==> src/rtl/mem_wb_stage_buf.sv <==
// MEM/WB stage register with valid/ready handshake, flush and optional skid slot; 1-cycle latency.
// Backpressure: SKID=0 in_ready = !out_valid | out_ready (comb); SKID=1 in_ready = !skid_valid (registered).
module mem_wb_stage_buf #(
  parameter int XLEN  = 32,
  parameter int WB_W  = 5,
  parameter int RD_W  = 5,
  parameter int SKID  = 1,
  parameter int CNT_W = 16
) (
  input  logic             clk,
  input  logic             rst,
  input  logic             in_valid,
  output logic             in_ready,
  input  logic [XLEN-1:0]  pc_in,
  input  logic [XLEN-1:0]  inst_in,
  input  logic [XLEN-1:0]  aluout_in,
  input  logic [XLEN-1:0]  readdata_in,
  input  logic [WB_W-1:0]  wb_signal_in,
  input  logic [RD_W-1:0]  rd_in,
  input  logic             flush,
  output logic             out_valid,
  input  logic             out_ready,
  output logic [XLEN-1:0]  pc_out,
  output logic [XLEN-1:0]  inst_out,
  output logic [XLEN-1:0]  aluout_out,
  output logic [XLEN-1:0]  readdata_out,
  output logic [WB_W-1:0]  wb_signal_out,
  output logic [RD_W-1:0]  rd_out,
  output logic [CNT_W-1:0] retire_cnt,
  output logic [CNT_W-1:0] stall_cnt
);

  typedef struct packed {
    logic [XLEN-1:0] pc;
    logic [XLEN-1:0] inst;
    logic [XLEN-1:0] aluout;
    logic [XLEN-1:0] readdata;
    logic [WB_W-1:0] wb;
    logic [RD_W-1:0] rd;
  } slot_t;

  slot_t in_dat;
  slot_t m_dat;
  logic  m_vld;
  logic  rdy_q;
  logic  accept;
  logic  retire;

  assign in_dat = {pc_in, inst_in, aluout_in, readdata_in, wb_signal_in, rd_in};
  assign accept = in_valid & in_ready;
  assign retire = m_vld & out_ready;

  generate
    if (SKID == 0) begin : g_single
      // rdy_q only holds in_ready low until the first edge after reset
      assign in_ready = rdy_q & (~m_vld | out_ready);

      always_ff @(posedge clk or posedge rst) begin
        if (rst) begin
          rdy_q <= 1'b0;
          m_vld <= 1'b0;
          m_dat <= '0;
        end else begin
          rdy_q <= 1'b1;
          if (flush) begin
            m_vld <= 1'b0;
          end else if (accept) begin
            m_vld <= 1'b1;
            m_dat <= in_dat;
          end else if (retire) begin
            m_vld <= 1'b0;
          end
        end
      end
    end else begin : g_skid
      slot_t s_dat;
      logic  s_vld;

      assign in_ready = rdy_q;

      always_ff @(posedge clk or posedge rst) begin
        if (rst) begin
          rdy_q <= 1'b0;
          m_vld <= 1'b0;
          m_dat <= '0;
          s_vld <= 1'b0;
          s_dat <= '0;
        end else if (flush) begin
          m_vld <= 1'b0;
          s_vld <= 1'b0;
          rdy_q <= 1'b1;
        end else if (m_vld & ~out_ready) begin
          // main slot held: a new arrival parks in the skid slot
          if (accept) begin
            s_vld <= 1'b1;
            s_dat <= in_dat;
            rdy_q <= 1'b0;
          end
        end else if (s_vld) begin
          // main retiring with skid full: promote skid, keeping order
          m_dat <= s_dat;
          s_vld <= 1'b0;
          rdy_q <= 1'b1;
        end else begin
          m_vld <= accept;
          if (accept) m_dat <= in_dat;
          rdy_q <= 1'b1;
        end
      end
    end
  endgenerate

  assign out_valid     = m_vld;
  assign pc_out        = m_dat.pc;
  assign inst_out      = m_dat.inst;
  assign aluout_out    = m_dat.aluout;
  assign readdata_out  = m_dat.readdata;
  assign wb_signal_out = m_vld ? m_dat.wb : '0;
  assign rd_out        = m_vld ? m_dat.rd : '0;

  always_ff @(posedge clk or posedge rst) begin
    if (rst) begin
      retire_cnt <= '0;
      stall_cnt  <= '0;
    end else begin
      if (retire) retire_cnt <= retire_cnt + 1'b1;
      if (m_vld & ~out_ready) stall_cnt <= stall_cnt + 1'b1;
    end
  end

endmodule

==> config.mk <==
export PLATFORM = sky130hd
export DESIGN_NAME = mem_wb_stage_buf
export DESIGN_NICKNAME = d
export VERILOG_FILES = /design/src/rtl/mem_wb_stage_buf.sv
export SDC_FILE = /design/constraint.sdc
export NUM_CORES = 1
export LEC_CHECK = 0
export ABC_CLOCK_PERIOD_IN_PS = 30500
export CAP_MARGIN = 0
export CORE_AREA = 4 4 222 224
export CTS_CLUSTER_SIZE = 20
export DETAILED_ROUTE_END_ITERATION = 12
export DIE_AREA = 0 0 226 228
export PLACE_DENSITY = 0.62
export SYNTH_ARGS = -nofsm -noshare
export SYNTH_HDL_FRONTEND = slang
export SYNTH_SLANG_ARGS = --single-unit
==> constraint.sdc <==
create_clock -name clk -period 30.5 [get_ports clk]
set_clock_uncertainty 0.05 [all_clocks]
set_input_delay 6.1 -clock clk [delete_from_list [all_inputs] [get_ports clk]]
set_output_delay 6.1 -clock clk [all_outputs]
set_load 0.01 [all_outputs]
==> summary.txt <==
Run status
  – Status: finished clean

Logic synthesis
  – Synth Instances: between 1,000 and 1,500
  – Yosys warns: 0
  – Number of synthesized register bits: just over 300
  – Mapped Area: ~14,000 sq um
  – Yosys top cell area share: 0.553
  – Yosys cell types: 29
  – Cell taking the most area after synthesis: dfrtp_1
  – Avg Inst Size Synth: 12.1 sq um
  – Post-Syn Nets: roughly 1,300
  – Post-synthesis sequential area ratio: 0.553
  – Largest cells by area after synthesis: dfrtp_1, mux2_2, mux2i_1

Placed design
  – Dpl hpwl: roughly 22 mm
  – # port buffers: between 300 and 400
  – Placed Area: between 15,000 and 20,000 sq um
  – GPL Wtd Cong: about 0.74

Clock tree
  – Clock latency on the worst-skew pair: 0.53 ns
  – Clock buffer depth: 3
  – Post-CTS sizing: 0
  – CTS tree: done
  – Post-CTS Hold Fix Bufs: 0
  – Post-CTS setup buffer count: 0
  – Cts bufs inserted: 38
  – Clock Tree Root: clkbuf_16
  – Clk pin slew, worst setup/hold paths: around 0.060 ns
  – Sink Count: 311
  – # H-tree levels: 2

Finish
  – Final #Nets: 1,483
  – Fraction of layout cells with a size suffix above 1: 0.158
  – Finished Core Util: 0.378
  – Commonest non-fill, non-tap cell in the layout: clkdlybuf4s50_1
  – Multi-input logic area: approximately 5000 sq um
  – Most frequent cells in the layout: clkdlybuf4s50_1, dfrtp_1, nor2_1
  – Area growth, synth to finish: 27.4%
  – Non-Filler Cell Area, Final: 17,900 sq um
  – Storage element area: roughly 7800 sq um
  – Fill count: between 4,000 and 5,000

STA
  – Slew margin rel.: 0.322
  – Fmax: around 120 MHz
  – Max-slew violations: 0
  – Hold Violations, Final: 0
  – Least-Margin Pin Slew: between 1 and 1.5 ns
  – RSZ-0062 raised after global routing: no
  – Setup Total Neg Slack: 0 ns
  – Final Critical Period: 8.50 ns
  – Fin crit share: 0.279
  – Setup violators final: 0

Routing
  – ANT nets after route: 0
  – DRC: 0
  – WL per Instance: roughly 17 um
  – DR vias/cell: about 4.5
  – Initial DRC count: 436
  – DR pass1 iterations: 4
  – Vias post-DR: about 9,000
  – Routed WL: 33.5 mm

Global route
  – Met1 Use GR: 0.158
  – Vias in the first global route: approximately 9,400
  – GRT busiest layer: met2
  – Initial antenna violation count: 2
  – Total track usage: 0.129
  – GRT met3 Usage: 0.0418
  – Grt met2 use: 0.210
  – Largest net degree at the start of global routing: 101
  – GRT overflow: 0
  – First-pass GRT wire length: between 50 and 60 mm

Pwr
  – Leak: around 7 nW
  – Cell internal pwr: roughly 0.91 mW
  – VDD IR max: 0.0493 mV
  – Net Switching: approximately 0.32 mW
  – Total power: roughly 1.2 mW
  – Switch share: 0.261
  – Sequential Power Share: 0.447
  – Comb pwr share: 0.193
  – Clock share of power: 0.360
  – Pwr dens: slightly below 70 nW/um^2

Setup path
  – Critical Path Most Common Cell: buf_4
  – Critical path class: in -> reg
  – Worst Setup EP: inst_out[17]
  – Worst r2r src: g_skid.s_vld
  – Critical path depth: 6
  – CP required: roughly 31 ns
  – CP peak stage delay: between 0.7 and 0.8 ns
  – Worst path slowest cell: buf_4
  – Crit path launch: out_ready
  – Startpoint types: primary input
  – R2r setup slk: about 27 ns
  – Family with the most delay on the worst path: buffers and inverters
  – R2R Path End: inst_out[17]
  – Cell Chain, Critical Path: clkdlybuf4s50_1 > nor2b_1 > nor3_4 > buf_4 > buf_4 > a21oi_1
  – R2r worst-path depth: 5
  – Critical path arrival: about 9 ns
  – CP Buf/Inv Count: 3
  – Worst Path Max Fanout: ~90
  – Critical Path End Type: flop

Floorplan
  – Die Y-Extent: 228 um
  – Die Area: around 52,000 sq um
  – Top Ports: roughly 320
  – Initial Util: 0.297
  – DIE WIDTH: ~230 um
  – FP Rows: 80
  – Core area: about 47,000 sq um

Job
  – Maxcap violations: 0

Worst hold path
  – Hold Path Class: reg -> reg
[cell usage after synthesis]
| cell type | instances |
|---|---|
| mux2_2 | 139 |
| nand2b_1 | 2 |
| nand4_1 | 8 |
| nor2_1 | 146 |
| nor2b_1 | 1 |
| clkbuf_1 | 9 |
| xnor2_1 | 23 |
| nand2_1 | 17 |
| xor2_1 | 7 |
| a21oi_1 | 140 |
| and4_1 | 3 |
| nor3_4 | 1 |
| nand3_1 | 6 |
| o21ai_0 | 1 |
| and2_1 | 11 |
| mux2i_1 | 138 |
| and2_0 | 1 |
| buf_4 | 131 |
| inv_1 | 2 |
| buf_6 | 23 |
| and3_1 | 5 |
| nor3_1 | 4 |
| nor3_2 | 1 |
| ha_1 | 2 |
| buf_2 | 28 |
| nand4_2 | 1 |
| dfrtp_1 | 311 |
| nand3b_1 | 1 |
| or3_1 | 1 |
[kinds of logic after synthesis]
kind of cell / Yosys count / synth area share
AO/OA/AOI/OAI: 141 / 0.0502
multiplexers: 277 / 0.210
XOR/XNOR: 30 / 0.0187
flip-flops: 311 / 0.553
adder cells (fa/ha/maj): 2 / 0.00178
AND/OR/NAND/NOR: 209 / 0.0651
buffers and inverters: 193 / 0.101
[registers in the layout, summed over array words and instances (netlist names)]
name          cells
readdata_out     32
pc_out           32
out_valid         1
stall_cnt        16
inst_out         32
aluout_out       32
g_skid.s_dat    138
retire_cnt       16
m_dat            10
in_ready          1
g_skid.s_vld      1
[worst min-delay path by stage]
stage                     slack [ns]  depth (start not counted)             start          endpoint
after floorplan                 0.43                          1  g_skid.s_dat[69]  g_skid.s_dat[69]
after global placement          0.42                          1     stall_cnt[15]     stall_cnt[15]
after detailed placement        0.43                          1    retire_cnt[15]    retire_cnt[15]
after CTS                       0.43                          1    retire_cnt[15]    retire_cnt[15]
after global routing            0.45                          1     stall_cnt[15]     stall_cnt[15]
final                           0.43                          1    retire_cnt[15]    retire_cnt[15]
[routing by layer]
layer,up-vias,wire length [um]
li1,4227,-
met3,66,2490
met1,4325,13900
met2,231,15900
met5,-,0
met4,0,1250
[stage by stage]
step           setup WS, ns  hold WS, ns  instances
2_1_floorplan         15.75        0.430       1163
3_3_place_gp          21.56        0.416       1913
4_1_cts               22.06        0.433       1980
6_report              22.00        0.430       1982
5_1_grt               21.78        0.454       1981
3_5_place_dp          21.45        0.425       1913
[final cells by class]
| class | count | area share |
|---|---|---|
| antenna | 2 | 0.000279 |
| sequential | 311 | 0.435 |
| clock inverter | 12 | 0.00692 |
| clock buffer | 55 | 0.0623 |
| tap | 615 | 0.0430 |
| inverter | 2 | 0.000838 |
| timing repair buffer | 326 | 0.181 |
| multi-input combinational | 659 | 0.271 |
[power by group through the flow]
| stage | combinational, mW | sequential, mW | clock, mW |
|---|---|---|---|
| 3_5_place_dp | 0.242 | 0.559 | 0 |
| 2_1_floorplan | 0.164 | 0.545 | 0 |
| 4_1_cts | 0.243 | 0.552 | 0.464 |
| 3_3_place_gp | 0.236 | 0.555 | 0 |
| 6_report | 0.238 | 0.551 | 0.444 |
| 5_1_grt | 0.261 | 0.564 | 0.480 |
(Power assumes the default switching activity.)
